**src/rtl/mips_cpu_ctrl_pkg.sv**
```systemverilog
// mips_cpu_ctrl_pkg: shared state encoding and halt address for the multicycle sequencer
package mips_cpu_ctrl_pkg;
    typedef enum logic [2:0] {S_IDLE, S_FETCH, S_EXEC, S_MEM, S_HALT} ctrl_state_t;
    localparam logic [31:0] HALT_ADDR = 32'h0000_0000;
endpackage

```
**src/rtl/mips_wait_watchdog.sv**
```systemverilog
// mips_wait_watchdog: counts consecutive waitrequest cycles of one memory access
//   clk, reset (sync, active-low) ; clear: restart count ; stall: waitrequest seen
//   timeout: stall persists after MAX_WAIT counted stall cycles
module mips_wait_watchdog import mips_cpu_ctrl_pkg::*; #(
    parameter int MAX_WAIT = 255,
    parameter int WAIT_W   = 8
) (
    input  logic clk,
    input  logic reset,
    input  logic clear,
    input  logic stall,
    output logic timeout
);
    localparam logic [WAIT_W-1:0] LIMIT = WAIT_W'(MAX_WAIT);
    logic [WAIT_W-1:0] cnt;
    always_ff @(posedge clk)
        if (!reset || clear) cnt <= '0;
        else if (stall && cnt != LIMIT) cnt <= cnt + 1'b1;
    // exactly MAX_WAIT stall cycles are tolerated; the next one still stalled trips
    assign timeout = stall && cnt == LIMIT;
endmodule

```
**src/rtl/mips_cpu_seq_ctrl.sv**
```systemverilog
// mips_cpu_seq_ctrl: multicycle fetch/exec/mem sequencer with single-commit gating
//   clk, reset (sync, active-low)
//   instr_read/instr_waitrequest : instruction memory handshake
//   mem_read/mem_write           : decoded load/store of current instruction
//   data_read/data_write/data_waitrequest : data memory handshake
//   branch_taken/target_address  : redirect info, used to detect jump-to-0 halt
//   regwrite_in -> regwrite      : register write gated by commit
//   clk_enable : commit pulse ; active : running ; fault : sticky error
//   instr_count : committed instructions
module mips_cpu_seq_ctrl import mips_cpu_ctrl_pkg::*; #(
    parameter int MAX_WAIT = 255,
    parameter int WAIT_W   = 8
) (
    input  logic        clk,
    input  logic        reset,
    output logic        instr_read,
    input  logic        instr_waitrequest,
    input  logic        mem_read,
    input  logic        mem_write,
    output logic        data_read,
    output logic        data_write,
    input  logic        data_waitrequest,
    input  logic        branch_taken,
    input  logic [31:0] target_address,
    input  logic        regwrite_in,
    output logic        regwrite,
    output logic        clk_enable,
    output logic        active,
    output logic        fault,
    output logic [31:0] instr_count
);
    ctrl_state_t state, next_state;
    logic halt_pending, commit, illegal, stall, timeout, wd_clear;
    always_comb begin
        illegal = state == S_EXEC && mem_read && mem_write;
        // gated by reset so an access accepted during the reset cycle never commits
        commit = reset && ((state == S_EXEC && !mem_read && !mem_write) ||
                           (state == S_MEM && !data_waitrequest));
        stall = (state == S_FETCH && instr_waitrequest) || (state == S_MEM && data_waitrequest);
        case (state)
            S_IDLE:  next_state = S_FETCH;
            S_FETCH: next_state = timeout ? S_HALT : instr_waitrequest ? S_FETCH : S_EXEC;
            S_EXEC:  next_state = illegal ? S_HALT : (mem_read || mem_write) ? S_MEM :
                                  halt_pending ? S_HALT : S_FETCH;
            S_MEM:   next_state = timeout ? S_HALT : data_waitrequest ? S_MEM :
                                  halt_pending ? S_HALT : S_FETCH;
            default: next_state = S_HALT;
        endcase
        wd_clear = next_state != state && (next_state == S_FETCH || next_state == S_MEM);
    end
    mips_wait_watchdog #(.MAX_WAIT(MAX_WAIT), .WAIT_W(WAIT_W)) u_wd (
        .clk(clk), .reset(reset), .clear(wd_clear), .stall(stall), .timeout(timeout)
    );
    always_ff @(posedge clk)
        if (!reset) begin
            state        <= S_IDLE;
            halt_pending <= 1'b0;
            fault        <= 1'b0;
            instr_count  <= '0;
            data_read    <= 1'b0;
            data_write   <= 1'b0;
        end else begin
            state <= next_state;
            fault <= fault | illegal | timeout;
            if (commit) begin
                instr_count  <= instr_count + 32'd1;
                // a pending halt wins: the delay slot just committed, even if it jumps to 0 itself
                halt_pending <= !halt_pending && branch_taken && target_address == HALT_ADDR;
            end
            // requests latch on entry to S_MEM and stay frozen until the access is accepted
            data_read  <= next_state == S_MEM && (state == S_MEM ? data_read : mem_read);
            data_write <= next_state == S_MEM && (state == S_MEM ? data_write : mem_write);
        end
    assign instr_read = state == S_FETCH;
    assign active     = state == S_FETCH || state == S_EXEC || state == S_MEM;
    assign clk_enable = commit;
    assign regwrite   = regwrite_in & commit;
endmodule

```
**config.mk**
```make
export PLATFORM = sky130hd
export DESIGN_NAME = mips_cpu_seq_ctrl
export DESIGN_NICKNAME = d
export VERILOG_FILES = /design/src/rtl/mips_cpu_ctrl_pkg.sv /design/src/rtl/mips_wait_watchdog.sv /design/src/rtl/mips_cpu_seq_ctrl.sv
export SDC_FILE = /design/constraint.sdc
export NUM_CORES = 1
export LEC_CHECK = 0
export ABC_AREA = 1
export BUFFER_PORTS_ARGS = -buffer_cell sky130_fd_sc_hd__buf_2
export CORE_UTILIZATION = 35
export DETAILED_ROUTE_END_ITERATION = 8
export PLACE_DENSITY = 0.66
export SYNTH_ARGS = -nofsm -noshare
export SYNTH_HDL_FRONTEND = slang
export SYNTH_HIERARCHICAL = 1
export SYNTH_SLANG_ARGS = --single-unit
```
**constraint.sdc**
```tcl
create_clock -name clk -period 2.9 [get_ports clk]
set_clock_uncertainty 0.1 [all_clocks]
set_input_delay 0.145 -clock clk [delete_from_list [all_inputs] [get_ports clk]]
set_output_delay 0.145 -clock clk [all_outputs]
set_load 0.1 [all_outputs]
```
After elaboration in Yosys (flattened, before gate mapping)
Cells that the tools add are included.
- register bits: 47
- bits in latches: 0
- RAM bits: 0
- ROM bits: 0
- bits of input ports: 40
- output and inout port bits: 39
- word-level logic and storage cells: 59
- memories kept: 0
- add/sub/neg operators: 2
- multipliers: 0
- div/mod/pow operators: 0
- magnitude comparators: 0
- equal/unequal tests: 8
- shift operators: 0
- muxes and demuxes: 10
- bitwise operators: 3
- reduce and logical (&&, ||, !) cells: 29
- operators with widths (kind ; number):
    $add 32x1->32 const B ; 1
    $logic_not 32->1 ; 1
    $mux 3 ; 6
    $logic_and 1x1->1 ; 15
    $pmux 3 s4 ; 1
    $eq 3x2->1 const B ; 3
    $add 8x1->8 const B ; 1
    $eq 8x8->1 const B ; 1
    $ne 8x8->1 const B ; 1
    $logic_or 1x1->1 ; 7
    $eq 3x1->1 const B ; 2
    $logic_not 1->1 ; 5
    $logic_not 3->1 ; 1
    $ne 3x3->1 ; 1
    $mux 1 ; 2
    $mux 2 ; 1
    $or 1x1->1 ; 2
    $and 1x1->1 ; 1

Depth between registers and ports, before layout
- depth in word-level cells: 10
- depth in mapped cells: 16
- mapped depth without buffers: 15

Cells and area by module
The synthesis kept the hierarchy.
- modules (own cells, without submodules) (module ; instances ; cells each ; area an instance (µm²) ; sequential area each (µm²)):
    mips_cpu_seq_ctrl ; 1 ; 451 ; 2610.0 ; 780.7
    mips_wait_watchdog ; 1 ; 72 ; 465.4 ; 160.2

Worst setup path before layout
OpenSTA, ideal clock, no wires.
- kind: register to output
- start: reg state[1]
- end: out regwrite
- arrival time: 2269 ps
- required time: 2655 ps
- setup slack: 386 ps
- stages on the path, launching flop included: 8
- buffers on the path: 1
- cells stage by stage: dfxtp_1 > inv_1 > nor2_1 > nand3_1 > nand2_4 > nand2_4 > buf_2 > nor2_1
- cells in the longest elaborated chain, start to end: 6
- elaborated cells on any way between the ends: 8
- those cells by class: 2 x eq/ne; 1 x bitwise; 5 x reduce/logical
- ends and longest elaborated chain (item ; line ; text):
    start, declared ; mips_cpu_seq_ctrl.sv:32 ; ctrl_state_t state, next_state;
    start signal, assigned ; mips_cpu_seq_ctrl.sv:63 ; state <= next_state;
    $eq 3x2->1 ; mips_cpu_seq_ctrl.sv:37 ; commit = reset && ((state == S_EXEC && !mem_read && !mem_write) ||
    $logic_and 1x1->1 (2 in a row) ; mips_cpu_seq_ctrl.sv:37 ;
    $logic_or 1x1->1 * ; mips_cpu_seq_ctrl.sv:37 ;
    $logic_and 1x1->1 * ; mips_cpu_seq_ctrl.sv:37 ;
    $and 1x1->1 * ; mips_cpu_seq_ctrl.sv:77 ; assign regwrite = regwrite_in & commit;
    end, declared ; mips_cpu_seq_ctrl.sv:26 ; output logic regwrite,
Mark *: on every way between the ends. The rest lies on a longest branch, timed or not.

Final worst setup path
- start: reg state[2]
- end: reg u_wd.cnt[5]
- cells in the longest elaborated chain, start to end: 10
- elaborated cells on any way between the ends: 21
- those cells by class: 6 x eq/ne; 4 x mux; 11 x reduce/logical
- ends and longest elaborated chain (item ; line ; text):
    $eq 3x1->1 or $eq 3x2->1 (tied branches) ; mips_cpu_seq_ctrl.sv:39 ; stall = (state == S_FETCH && instr_waitrequest) || (state == S_MEM && data_waitrequest);
    $logic_and 1x1->1 ; mips_cpu_seq_ctrl.sv:39 ;
    $logic_or 1x1->1 * ; mips_cpu_seq_ctrl.sv:39 ;
    named net stall ; mips_cpu_seq_ctrl.sv:33 ; logic halt_pending, commit, illegal, stall, timeout, wd_clear;
    $logic_and 1x1->1 * ; mips_wait_watchdog.sv:20 ; assign timeout = stall && cnt == LIMIT;
    named net timeout ; mips_cpu_seq_ctrl.sv:33 ;
    $mux 3 (on tied branches) ; mips_cpu_seq_ctrl.sv:45, mips_cpu_seq_ctrl.sv:42 ;
    $pmux 3 s4 * ; mips_cpu_seq_ctrl.sv:40 ; case (state)
    $eq 3x1->1 or $eq 3x2->1 (tied branches) ; mips_cpu_seq_ctrl.sv:49 ; wd_clear = next_state != state && (next_state == S_FETCH || next_state == S_MEM);
    $logic_or 1x1->1 ; mips_cpu_seq_ctrl.sv:49 ;
    $logic_and 1x1->1 * ; mips_cpu_seq_ctrl.sv:49 ;
    named net wd_clear ; mips_cpu_seq_ctrl.sv:33 ;
    $logic_or 1x1->1 * ; mips_wait_watchdog.sv:17 ; if (!reset || clear) cnt <= '0;
    end signal, assigned ; mips_wait_watchdog.sv:18 ; else if (stall && cnt != LIMIT) cnt <= cnt + 1'b1;
    end, declared ; mips_wait_watchdog.sv:15 ; logic [WAIT_W-1:0] cnt;
The timed path passes the listed nets; every way through them passes the cells marked *.
A chain may end at the register's enable or synchronous reset.

==> results.toml <==
[detailed_routing]
routed_via_density = 4.793
wl_mm = 8.155
drt_iter0_markers = 166
vias = 3384
detail-route-antenna-nets = 0
drtPass1Iterations = 4
drc = 0
wl_per_cell_um = 11.55

[logic_synthesis]
yosys_warnings = 6
synth_nets = 565
avgSynthCellArea_um2 = 5.880
yosys.area_share.simple = 0.4768
synthArstFlopShare = 0
synth_area_leader_cell = "dfxtp_1"
ys_types = 30
ys_seq_elements = 47
synth_edf_count = 0
synth_top_family_by_area = "simple AND/OR/NAND/NOR gates"
netlist_instances = 523
synthAdderAreaFrac = 0.008137
synth_top_area_frac = 0.3059
synth_xor_area_frac = 0.01993
synth_area_leaders = "dfxtp_1 31%, nand2_1 21%, nor2_1 13%"
synthFlopType = "dfxtp_1"
ys_seq_area_frac = 0.3059
syn-cell-area_mm2 = 0.003075
synthMuxAreaShare = 0
synth_compound_area_frac = 0.09479

[critical_path]
crit_type = "reg2reg"
cp_num_buf_inv = 2
crit_slowest_cell = "o21ai_1"
endpoint_kind = "register"
path_depth = 13
crit_path_cell_trace = "nor2_1 > nand2_1 > o21ai_1 > inv_2 > nor2_1 > nor2_1 > o21ai_0 > nand3_1 > nand2_1 > inv_1 > nor2_4 > nand2_1 > a21oi_1"
crit_path_start_kind = "register"
rr_worst_depth = 13
crit_fanout = 9
required_ns = 3.04
crit_family = "simple AND/OR/NAND/NOR gates"
arrival_ns = 2.66
critPathMaxStageDelay_ns = 0.50

[sta]
drv_slew = 0
fmax_mhz = 397.1
hold_viol = 0
relSlewSlack = 0.5934
period_needed_ns = 2.518
fin_crit_sh = 0.8683
rsz0062_at_grt = "false"
tightest_slew_ns = 0.6059
tns_ns = 0
setup_viol = 0

[hold_path]
hp-class = "in2reg"
min_path_cells = 3

[floorplan]
die_w_um = 95.74
fp.coreArea_mm2 = 0.008341
die_area_mm2 = 0.009166
rows = 33
ioPinCount = 79
die_h_um = 95.74
start_util = 0.3687

[pwr]
ir_drop_uv = 195.0
p_per_area_mw_per_mm2 = 350.5
power_leakage_uw = 0.001526

[cts]
cts_made_buffers = 5
hold_buffers = 0
clockRootBuffer = "clkbuf_8"
cts_resized = 0
path_clk_slew_ns = 0.10
cts_tree = "done"
post_cts.repair.setup_buffers = 0
clockBufferDepth = 2
cts.htree.levels = 2
clock_latency_ns = 0.31
numClockSinks = 47

[place]
hpwl_mm = 6.238
port_buffers = 78
place_congestion = 0.9158

[finish]
layout-drive-gt1-share = 0.1963
fin_nets = 642
diodes = 0
areaGrowthSynthToFinish_pct = 18.63
fin_util = 0.4374

[global_route]
grt_max_degree = 27
grt_first_pass_wirelength_mm = 13.91
gr-total-overflow = 0
track_usage = 0.1913
grt_pass1_vias = 3182
antenna_found_initial = 0

[job]
cap_violations = 0

[outcome]
status = "finished, final reports clean"
power breakdown:
part | total (uW) | switching (uW) | leakage [uW] | internal, uW
Sequential | 660 | 8.17 | 0.000379 | 651
Clock | 453 | 236 | 0.0000505 | 217
Combinational | 166 | 116 | 0.00110 | 49.2
flip-flops by register name, summed over array words and instances (netlist names):
signal	flops
u_wd/cnt	8
data_read	1
data_write	1
halt_pending	1
instr_count	32
state	3
fault	1
cell families after synthesis:
family / Yosys count
compound gates: 51
buf+inv: 68
simple gates: 348
xor+xnor: 7
flops: 47
fa+ha+maj: 2
placed cells by master, fill, tap and decap left out, drive strengths merged, types with 4 or more instances in the layout:
master  instances
clkbuf          7
nand2         179
nor3            8
inv            55
dfxtp          47
buf            80
o21ai          12
nor2          115
xnor2           4
a21oi          38
nand4          10
nand3          31
cells in the mapped netlist (3+ instances only):
cell type,number
nand2_1,172
nor2_1,104
inv_1,53
dfxtp_1,47
nand3_1,31
a21oi_1,29
o21ai_0,11
nand4_1,10
a21oi_2,9
nor2_2,8
nor3_1,8
nand2_2,5
xnor2_1,4
buf_1,3
buf_2,3
buf_6,3
nor2_4,3
xor2_1,3
worst reg2reg max path: stages (launching register included):
cell and delay (ns):
dfxtp_1 0.40, nor2_1 0.16, nand2_1 0.10, o21ai_1 0.50, inv_2 0.07, nor2_1 0.25
nor2_1 0.08, o21ai_0 0.15, nand3_1 0.11, nand2_1 0.08, inv_1 0.06, nor2_4 0.21
nand2_1 0.08, a21oi_1 0.10
layout make-up:
type,count,area [um^2]
clock buffer,7,96.34
clock inverter,1,7.507
fill,900,4692
inverter,58,222.7
multi-input combinational,408,1844
sequential,47,940.9
tap,105,131.4
timing repair buffer,80,405.4
worst paths after layout:
path / start / to / slack (ns)
setup / recovery: state[2]$_SDFF_PN0_ / u_wd/cnt[5]$_SDFFE_PP0P_ / 0.38
hold reg to reg: u_wd/cnt[5]$_SDFFE_PP0P_ / u_wd/cnt[5]$_SDFFE_PP0P_ / 0.38
hold / removal: mem_write / data_write$_SDFF_PN0_ / 0.09
setup reg to reg: state[2]$_SDFF_PN0_ / u_wd/cnt[5]$_SDFFE_PP0P_ / 0.38
routing by layer:
layer  global-route usage  up-vias  share of wire
met4              0.06592        0          0.018
met3              0.03555       18          0.052
met1               0.2357     1489           0.46
met5                    0        -              0
met2               0.3327       95           0.47
li1                     -     1782              -
through the flow:
step           hold WS (ns)  instance area (um^2)  total power, uW  worst slack, ns  cells
6_report            0.08620                  3649             1279           0.3820    706
5_1_grt              0.1267                  3649             1341          0.06083    706
4_1_cts             0.08350                  3649             1289           0.1659    706
3_5_place_dp         0.3738                  3545            839.4           0.2104    698
3_3_place_gp         0.3629                  3545            835.2           0.3361    698
2_1_floorplan        0.2738                  3075            791.9           0.3857    523
Note: power is estimated with default switching activity, not from simulation.
